<file path="src/rtl/note_sequencer_pkg.sv">
`default_nettype none
// ==========================================================================
// note_sequencer_pkg : note codes, sequencer states, key priority helper
// Rev 1.0
// ==========================================================================
package note_sequencer_pkg;

  localparam int NOTE_W   = 4;
  localparam int NUM_KEYS = 12;
  localparam logic [NOTE_W-1:0] NOTE_REST = 4'hF;

  typedef enum logic [1:0] {
    ST_IDLE = 2'd0,
    ST_REC  = 2'd1,
    ST_PLAY = 2'd2
  } seq_state_t;

  // Lowest-index held key wins; nothing held means rest.
  function automatic logic [NOTE_W-1:0] lowest_key(input logic [NUM_KEYS-1:0] keys);
    logic [NOTE_W-1:0] code;
    code = NOTE_REST;
    for (int i = NUM_KEYS - 1; i >= 0; i--) begin
      if (keys[i]) code = NOTE_W'(i);
    end
    return code;
  endfunction

endpackage
`default_nettype wire

</file>
<file path="src/rtl/note_sequencer_input_debouncer.sv">
`default_nettype none
// ==========================================================================
// input_debouncer : 2-FF synchronizers plus shared-prescaler two-sample debounce
// Rev 1.0
// ==========================================================================
module input_debouncer #(
  parameter int WIDTH          = 14,
  parameter int DEBOUNCE_TICKS = 100000
) (
  input  logic             clk,
  input  logic             rstn,
  input  logic [WIDTH-1:0] raw,
  output logic [WIDTH-1:0] clean
);

  localparam int CNT_W = (DEBOUNCE_TICKS > 1) ? $clog2(DEBOUNCE_TICKS) : 1;
  localparam logic [CNT_W-1:0] CNT_LAST = CNT_W'(DEBOUNCE_TICKS - 1);

  logic [WIDTH-1:0] sync1;
  logic [WIDTH-1:0] sync2;
  logic [WIDTH-1:0] last_sample;
  logic [WIDTH-1:0] agree;
  logic [CNT_W-1:0] presc;
  logic             tick;

  assign tick  = (presc == CNT_LAST);
  assign agree = ~(sync2 ^ last_sample);

  always_ff @(posedge clk) begin
    if (!rstn) begin
      sync1       <= '0;
      sync2       <= '0;
      presc       <= '0;
      last_sample <= '0;
      clean       <= '0;
    end else begin
      sync1 <= raw;
      sync2 <= sync1;
      presc <= tick ? '0 : presc + 1'b1;
      if (tick) begin
        last_sample <= sync2;
        // A bit only moves when two consecutive samples agree.
        clean       <= (clean & ~agree) | (sync2 & agree);
      end
    end
  end

endmodule
`default_nettype wire

</file>
<file path="src/rtl/note_sequencer.sv">
`default_nettype none
// ==========================================================================
// note_sequencer : live note from 12 keys, or record/playback of a short melody
// Rev 1.0
// ==========================================================================
module note_sequencer
  import note_sequencer_pkg::*;
#(
  parameter int STEPS          = 16,
  parameter int STEP_TICKS     = 2500000,
  parameter int DEBOUNCE_TICKS = 100000
) (
  input  logic        clk,
  input  logic        rstn,
  input  logic [11:0] key,
  input  logic        rec_btn,
  input  logic        play_btn,
  output logic [3:0]  note,
  output logic        recording,
  output logic        playing,
  output logic [3:0]  step_idx
);

  localparam int PTR_W  = (STEPS > 1) ? $clog2(STEPS) : 1;
  localparam int LEN_W  = PTR_W + 1;
  localparam int STEP_W = (STEP_TICKS > 1) ? $clog2(STEP_TICKS) : 1;
  localparam logic [STEP_W-1:0] STEP_LAST = STEP_W'(STEP_TICKS - 1);
  localparam logic [LEN_W-1:0]  LEN_FULL  = LEN_W'(STEPS);

  logic [13:0]        db;
  logic               rec_q;
  logic               play_q;
  logic               rec_p;
  logic               play_p;
  logic [NOTE_W-1:0]  live;
  logic [NOTE_W-1:0]  live_prev;

  seq_state_t         state;
  seq_state_t         state_n;
  logic [PTR_W-1:0]   wr_ptr;
  logic [PTR_W-1:0]   wr_ptr_n;
  logic [PTR_W-1:0]   rd_ptr;
  logic [PTR_W-1:0]   rd_ptr_n;
  logic [LEN_W-1:0]   len;
  logic [LEN_W-1:0]   len_n;
  logic [STEP_W-1:0]  step_cnt;
  logic [STEP_W-1:0]  step_cnt_n;
  logic               mem_we;
  logic [NOTE_W-1:0]  mem [STEPS];

  logic [NOTE_W-1:0]  note_n;
  logic               recording_n;
  logic               playing_n;
  logic [3:0]         step_idx_n;

  input_debouncer #(
    .WIDTH          (14),
    .DEBOUNCE_TICKS (DEBOUNCE_TICKS)
  ) u_debouncer (
    .clk   (clk),
    .rstn  (rstn),
    .raw   ({play_btn, rec_btn, key}),
    .clean (db)
  );

  assign rec_p  = db[12] & ~rec_q;
  assign play_p = db[13] & ~play_q;
  assign live   = lowest_key(db[11:0]);

  always_ff @(posedge clk) begin
    if (!rstn) begin
      state     <= ST_IDLE;
      wr_ptr    <= '0;
      rd_ptr    <= '0;
      len       <= '0;
      step_cnt  <= '0;
      rec_q     <= 1'b0;
      play_q    <= 1'b0;
      live_prev <= NOTE_REST;
      note      <= NOTE_REST;
      recording <= 1'b0;
      playing   <= 1'b0;
      step_idx  <= '0;
    end else begin
      state     <= state_n;
      wr_ptr    <= wr_ptr_n;
      rd_ptr    <= rd_ptr_n;
      len       <= len_n;
      step_cnt  <= step_cnt_n;
      rec_q     <= db[12];
      play_q    <= db[13];
      live_prev <= live;
      note      <= note_n;
      recording <= recording_n;
      playing   <= playing_n;
      step_idx  <= step_idx_n;
    end
  end

  // Melody storage is deliberately not reset; len=0 hides stale entries.
  always_ff @(posedge clk) begin
    if (mem_we) mem[wr_ptr] <= live;
  end

  always_comb begin
    state_n    = state;
    wr_ptr_n   = wr_ptr;
    rd_ptr_n   = rd_ptr;
    len_n      = len;
    step_cnt_n = step_cnt;
    mem_we     = 1'b0;

    case (state)
      ST_IDLE: begin
        if (rec_p) begin
          state_n  = ST_REC;
          wr_ptr_n = '0;
          len_n    = '0;
        end else if (play_p && (len != '0)) begin
          state_n    = ST_PLAY;
          rd_ptr_n   = '0;
          step_cnt_n = '0;
        end
      end
      ST_REC: begin
        if (rec_p) begin
          state_n = ST_IDLE;
        end else if ((live_prev == NOTE_REST) && (live != NOTE_REST)) begin
          mem_we   = 1'b1;
          wr_ptr_n = wr_ptr + 1'b1;
          len_n    = len + 1'b1;
          if (len_n == LEN_FULL) state_n = ST_IDLE;
        end
      end
      ST_PLAY: begin
        if (rec_p) begin
          state_n  = ST_REC;
          wr_ptr_n = '0;
          len_n    = '0;
        end else if (play_p) begin
          state_n = ST_IDLE;
        end else if (step_cnt == STEP_LAST) begin
          step_cnt_n = '0;
          rd_ptr_n   = (({1'b0, rd_ptr} + 1'b1) == len) ? '0 : rd_ptr + 1'b1;
        end else begin
          step_cnt_n = step_cnt + 1'b1;
        end
      end
      default: state_n = ST_IDLE;
    endcase
  end

  // Outputs follow the current registers, so they land one cycle later.
  always_comb begin
    note_n      = live;
    recording_n = 1'b0;
    playing_n   = 1'b0;
    step_idx_n  = '0;
    case (state)
      ST_REC: begin
        recording_n = 1'b1;
        step_idx_n  = 4'(wr_ptr);
      end
      ST_PLAY: begin
        playing_n  = 1'b1;
        step_idx_n = 4'(rd_ptr);
        if (live == NOTE_REST) note_n = mem[rd_ptr];
      end
      default: ;
    endcase
  end

endmodule
`default_nettype wire

</file>
<file path="config.mk">
export PLATFORM = sky130hd
export DESIGN_NAME = note_sequencer
export DESIGN_NICKNAME = d
export VERILOG_FILES = /design/src/rtl/note_sequencer_pkg.sv /design/src/rtl/note_sequencer_input_debouncer.sv /design/src/rtl/note_sequencer.sv
export SDC_FILE = /design/constraint.sdc
export NUM_CORES = 1
export LEC_CHECK = 0
export BUFFER_PORTS_ARGS = -buffer_cell sky130_fd_sc_hd__buf_2
export CAP_MARGIN = 15
export CORE_MARGIN = 2
export CORE_UTILIZATION = 45
export DETAILED_ROUTE_END_ITERATION = 12
export GPL_ROUTABILITY_DRIVEN = 0
export GPL_TIMING_DRIVEN = 1
export PLACE_DENSITY = 0.65
export SYNTH_ARGS = -nofsm -noshare
export SYNTH_HDL_FRONTEND = slang
export SYNTH_SLANG_ARGS = --single-unit
</file>
<file path="constraint.sdc">
create_clock -name clk -period 6.5 [get_ports clk]
set_input_delay 0.975 -clock clk [delete_from_list [all_inputs] [get_ports clk]]
set_output_delay 0.975 -clock clk [all_outputs]
set_load 0.02 [all_outputs]
</file>
==> results.json <==
{
  "outcome": "finished, final reports clean",
  "syn_to_final_growth_pct": 11.2,
  "start_util_pct": 45.7,
  "min_period_ps": 2870,
  "n_antenna_cell": 0,
  "synthCells": 717,
  "synth_edf_count": 64,
  "rows": 48,
  "antenna_found_initial": 0,
  "die_w_um": 136,
  "power_density_nw_per_um2": 268,
  "grt_max_degree": 42,
  "avgSynthCellArea_sq_um": 10.9,
  "synth.most_common_cell": "dfxtp_1",
  "antenna_left": 0,
  "wl_met1_um": 6630,
  "power_switching_uw": 540,
  "hold_viol_final": 0,
  "dr.pass1.iters": 6,
  "worst_pin_slew_ps": 1080,
  "post-cts-setup-buffers": 0,
  "irDropWorstVdd_v": 0.000184,
  "maxSlewHeadroom_pct": 27.0,
  "syn_nets": 745,
  "setup_violations": 0,
  "synth-seq-cells": 194,
  "crit_arrival_ps": 3170,
  "wirelength_um": 15000,
  "grt_pass1_wl_um": 24700,
  "grt_pass1_vias": 4997,
  "post_cts_resized": 0,
  "dieArea_sq_um": 18500,
  "dr_wl_met3_um": 735,
  "setup_slack_ps": 3630,
  "clock_latency_ps": 430,
  "routed-wl-met2_um": 7350,
  "grt-ovfl-total": 0,
  "nFillCells": 1498,
  "p_seq_share_pct": 54.2,
  "via_count": 5256,
  "top_layer_used": "met4",
  "cts_max_level": 4,
  "place_area_sq_um": 8100,
  "port_buffers": 25,
  "clock_skew_ps": 8.64,
  "timing.hold.worst.class": "reg2reg",
  "ys.flop_type": "dfxtp_1",
  "dp.final_hpwl_um": 10300,
  "yosys.area.top_type": "dfxtp_1",
  "clkTransAtPathRegs_ps": 70,
  "max_clock_freq_ghz": 0.348,
  "netlist.area_leader.share_pct": 33.3,
  "ys_top_cells_by_count": "dfxtp_1, nand2_1, nor2_1",
  "yosys_warnings": 0,
  "critPathLaunchType": "flip-flop",
  "io_pins": 26,
  "swShare_pct": 23.2,
  "synth_area_sq_um": 7820,
  "r2r_cells": 5,
  "die_h_um": 136,
  "path_class": "reg2reg",
  "crit_start": "u_debouncer.presc[5]",
  "grt_usage_pct": 17.2,
  "cts_num_sinks": 194,
  "routedWlPerCell_um": 15.4,
  "hold_buffers": 0,
  "synth-async-reset-ratio_pct": 0,
  "fin_nets": 764,
  "drt_iter0_drc": 325,
  "p_leak_nw": 3.03,
  "yosys-top-cells-area": "dfxtp_1, edfxtp_1, mux4_2",
  "p_total_mw": 2.33,
  "critPathMaxFanout": 30,
  "max-cap-violations": 0,
  "drive_gt1_share_pct": 11.3,
  "required_ps": 6800,
  "timing.rr.end": "u_debouncer.presc[5]",
  "crit_end": "u_debouncer.presc[5]",
  "placement.setup.worst_slack_ps": 3630,
  "fin_util_pct": 50.8,
  "fin_crit_sh_pct": 44.2,
  "cts-buffers-inserted": 17,
  "synth_cell_types": 51,
  "via_per_inst": 5.40,
  "timing.setup.tns_ps": 0,
  "intPower_mw": 1.79,
  "p_clk_share_pct": 43.5,
  "clock_path_buffers": 2,
  "ys_seq_area_share_pct": 57.8,
  "core-area_sq_um": 17100,
  "cts_tree": "built",
  "rsz0062_at_grt": "false",
  "p_comb_share_pct": 2.3,
  "worst_setup_path_end_kind": "flip-flop",
  "reg2reg_slack_ps": 3630,
  "final_cell_area_sq_um": 8700,
  "root_buffer": "clkbuf_16",
  "drc": 0,
  "r2r_start": "u_debouncer.presc[5]",
  "maxSlewViolCount": 0
}
metrics by stage:
| stage | hold slack [ps] | instances |
|---|---|---|
| floorplan | 412 | 717 |
| global placement | 417 | 940 |
| detailed placement | 424 | 940 |
| CTS | 435 | 972 |
| global route | 453 | 974 |
| finish | 430 | 974 |
placed cells by master, fill, tap and decap left out, types with 16 or more instances in the layout:
cell,n
a21oi_1,25
nor2_1,74
edfxtp_1,64
nand4_1,16
xor2_1,22
mux4_2,19
nand2_1,75
nand3_1,27
inv_1,23
nor3_1,17
and2_1,36
dfxtp_1,130
o21ai_0,29
buf_2,25
xnor2_1,16
clkbuf_16,17
per-layer routing:
metal	global-route usage, %	vias up
li1	-	2579
met1	22.1	2526
met2	28.7	129
met3	3.62	22
met4	6.71	0
met5	0	-
area by class of cell:
| cell class | count | area, sq um | area share (%) |
|---|---|---|---|
| sequential | 194 | 4520 | 52.0 |
| multi-input combinational | 470 | 3060 | 35.2 |
| clock buffer | 17 | 425 | 4.89 |
| tap | 225 | 282 | 3.24 |
| timing repair buffer | 30 | 168 | 1.93 |
| clock inverter | 15 | 154 | 1.77 |
| inverter | 23 | 86.3 | 0.993 |
logic make-up after synthesis:
family / share of synthesized area (%)
simple gates: 18.5
mux: 5.60
buf+inv: 3.04
flops: 57.8
fa+ha+maj: 1.92
xor+xnor: 4.26
compound gates: 8.80
sequential cells by signal (all words and copies together) (netlist names), 5 cells and up, named ones only:
signal,flops
mem,64
len,5
u_debouncer.sync1,14
step_cnt,22
u_debouncer.presc,17
u_debouncer.last_sample,14
u_debouncer.sync2,14
power by group through the flow:
stage | Combinational [mW] | Sequential [mW] | Clock (mW)
final | 0.0537 | 1.26 | 1.01
after global routing | 0.0607 | 1.26 | 1.08
after CTS | 0.0546 | 1.26 | 1.04
after detailed placement | 0.0544 | 1.29 | 0
after global placement | 0.0528 | 1.29 | 0
after floorplan | 0.0364 | 1.29 | 0
worst max-delay path: stages, from the launching register on:
cell,delay [ps]
dfxtp_1,340
or4b_1,530
or4_4,510
or3_1,700
nand2_1,550
nor2_1,120
worst min-delay path by stage:
stage               slack (ps)  cells after the start                    to                 start
floorplan                  410                      1  u_debouncer.sync2[0]  u_debouncer.sync1[0]
global placement           420                      1  u_debouncer.sync2[3]  u_debouncer.sync1[3]
detailed placement         420                      1  u_debouncer.sync2[0]  u_debouncer.sync1[0]
CTS                        430                      1  u_debouncer.sync2[1]  u_debouncer.sync1[1]
global route               450                      1  u_debouncer.sync2[9]  u_debouncer.sync1[9]
finish                     430                      1  u_debouncer.sync2[1]  u_debouncer.sync1[1]
No activity file was read; power rests on OpenSTA's default activity.
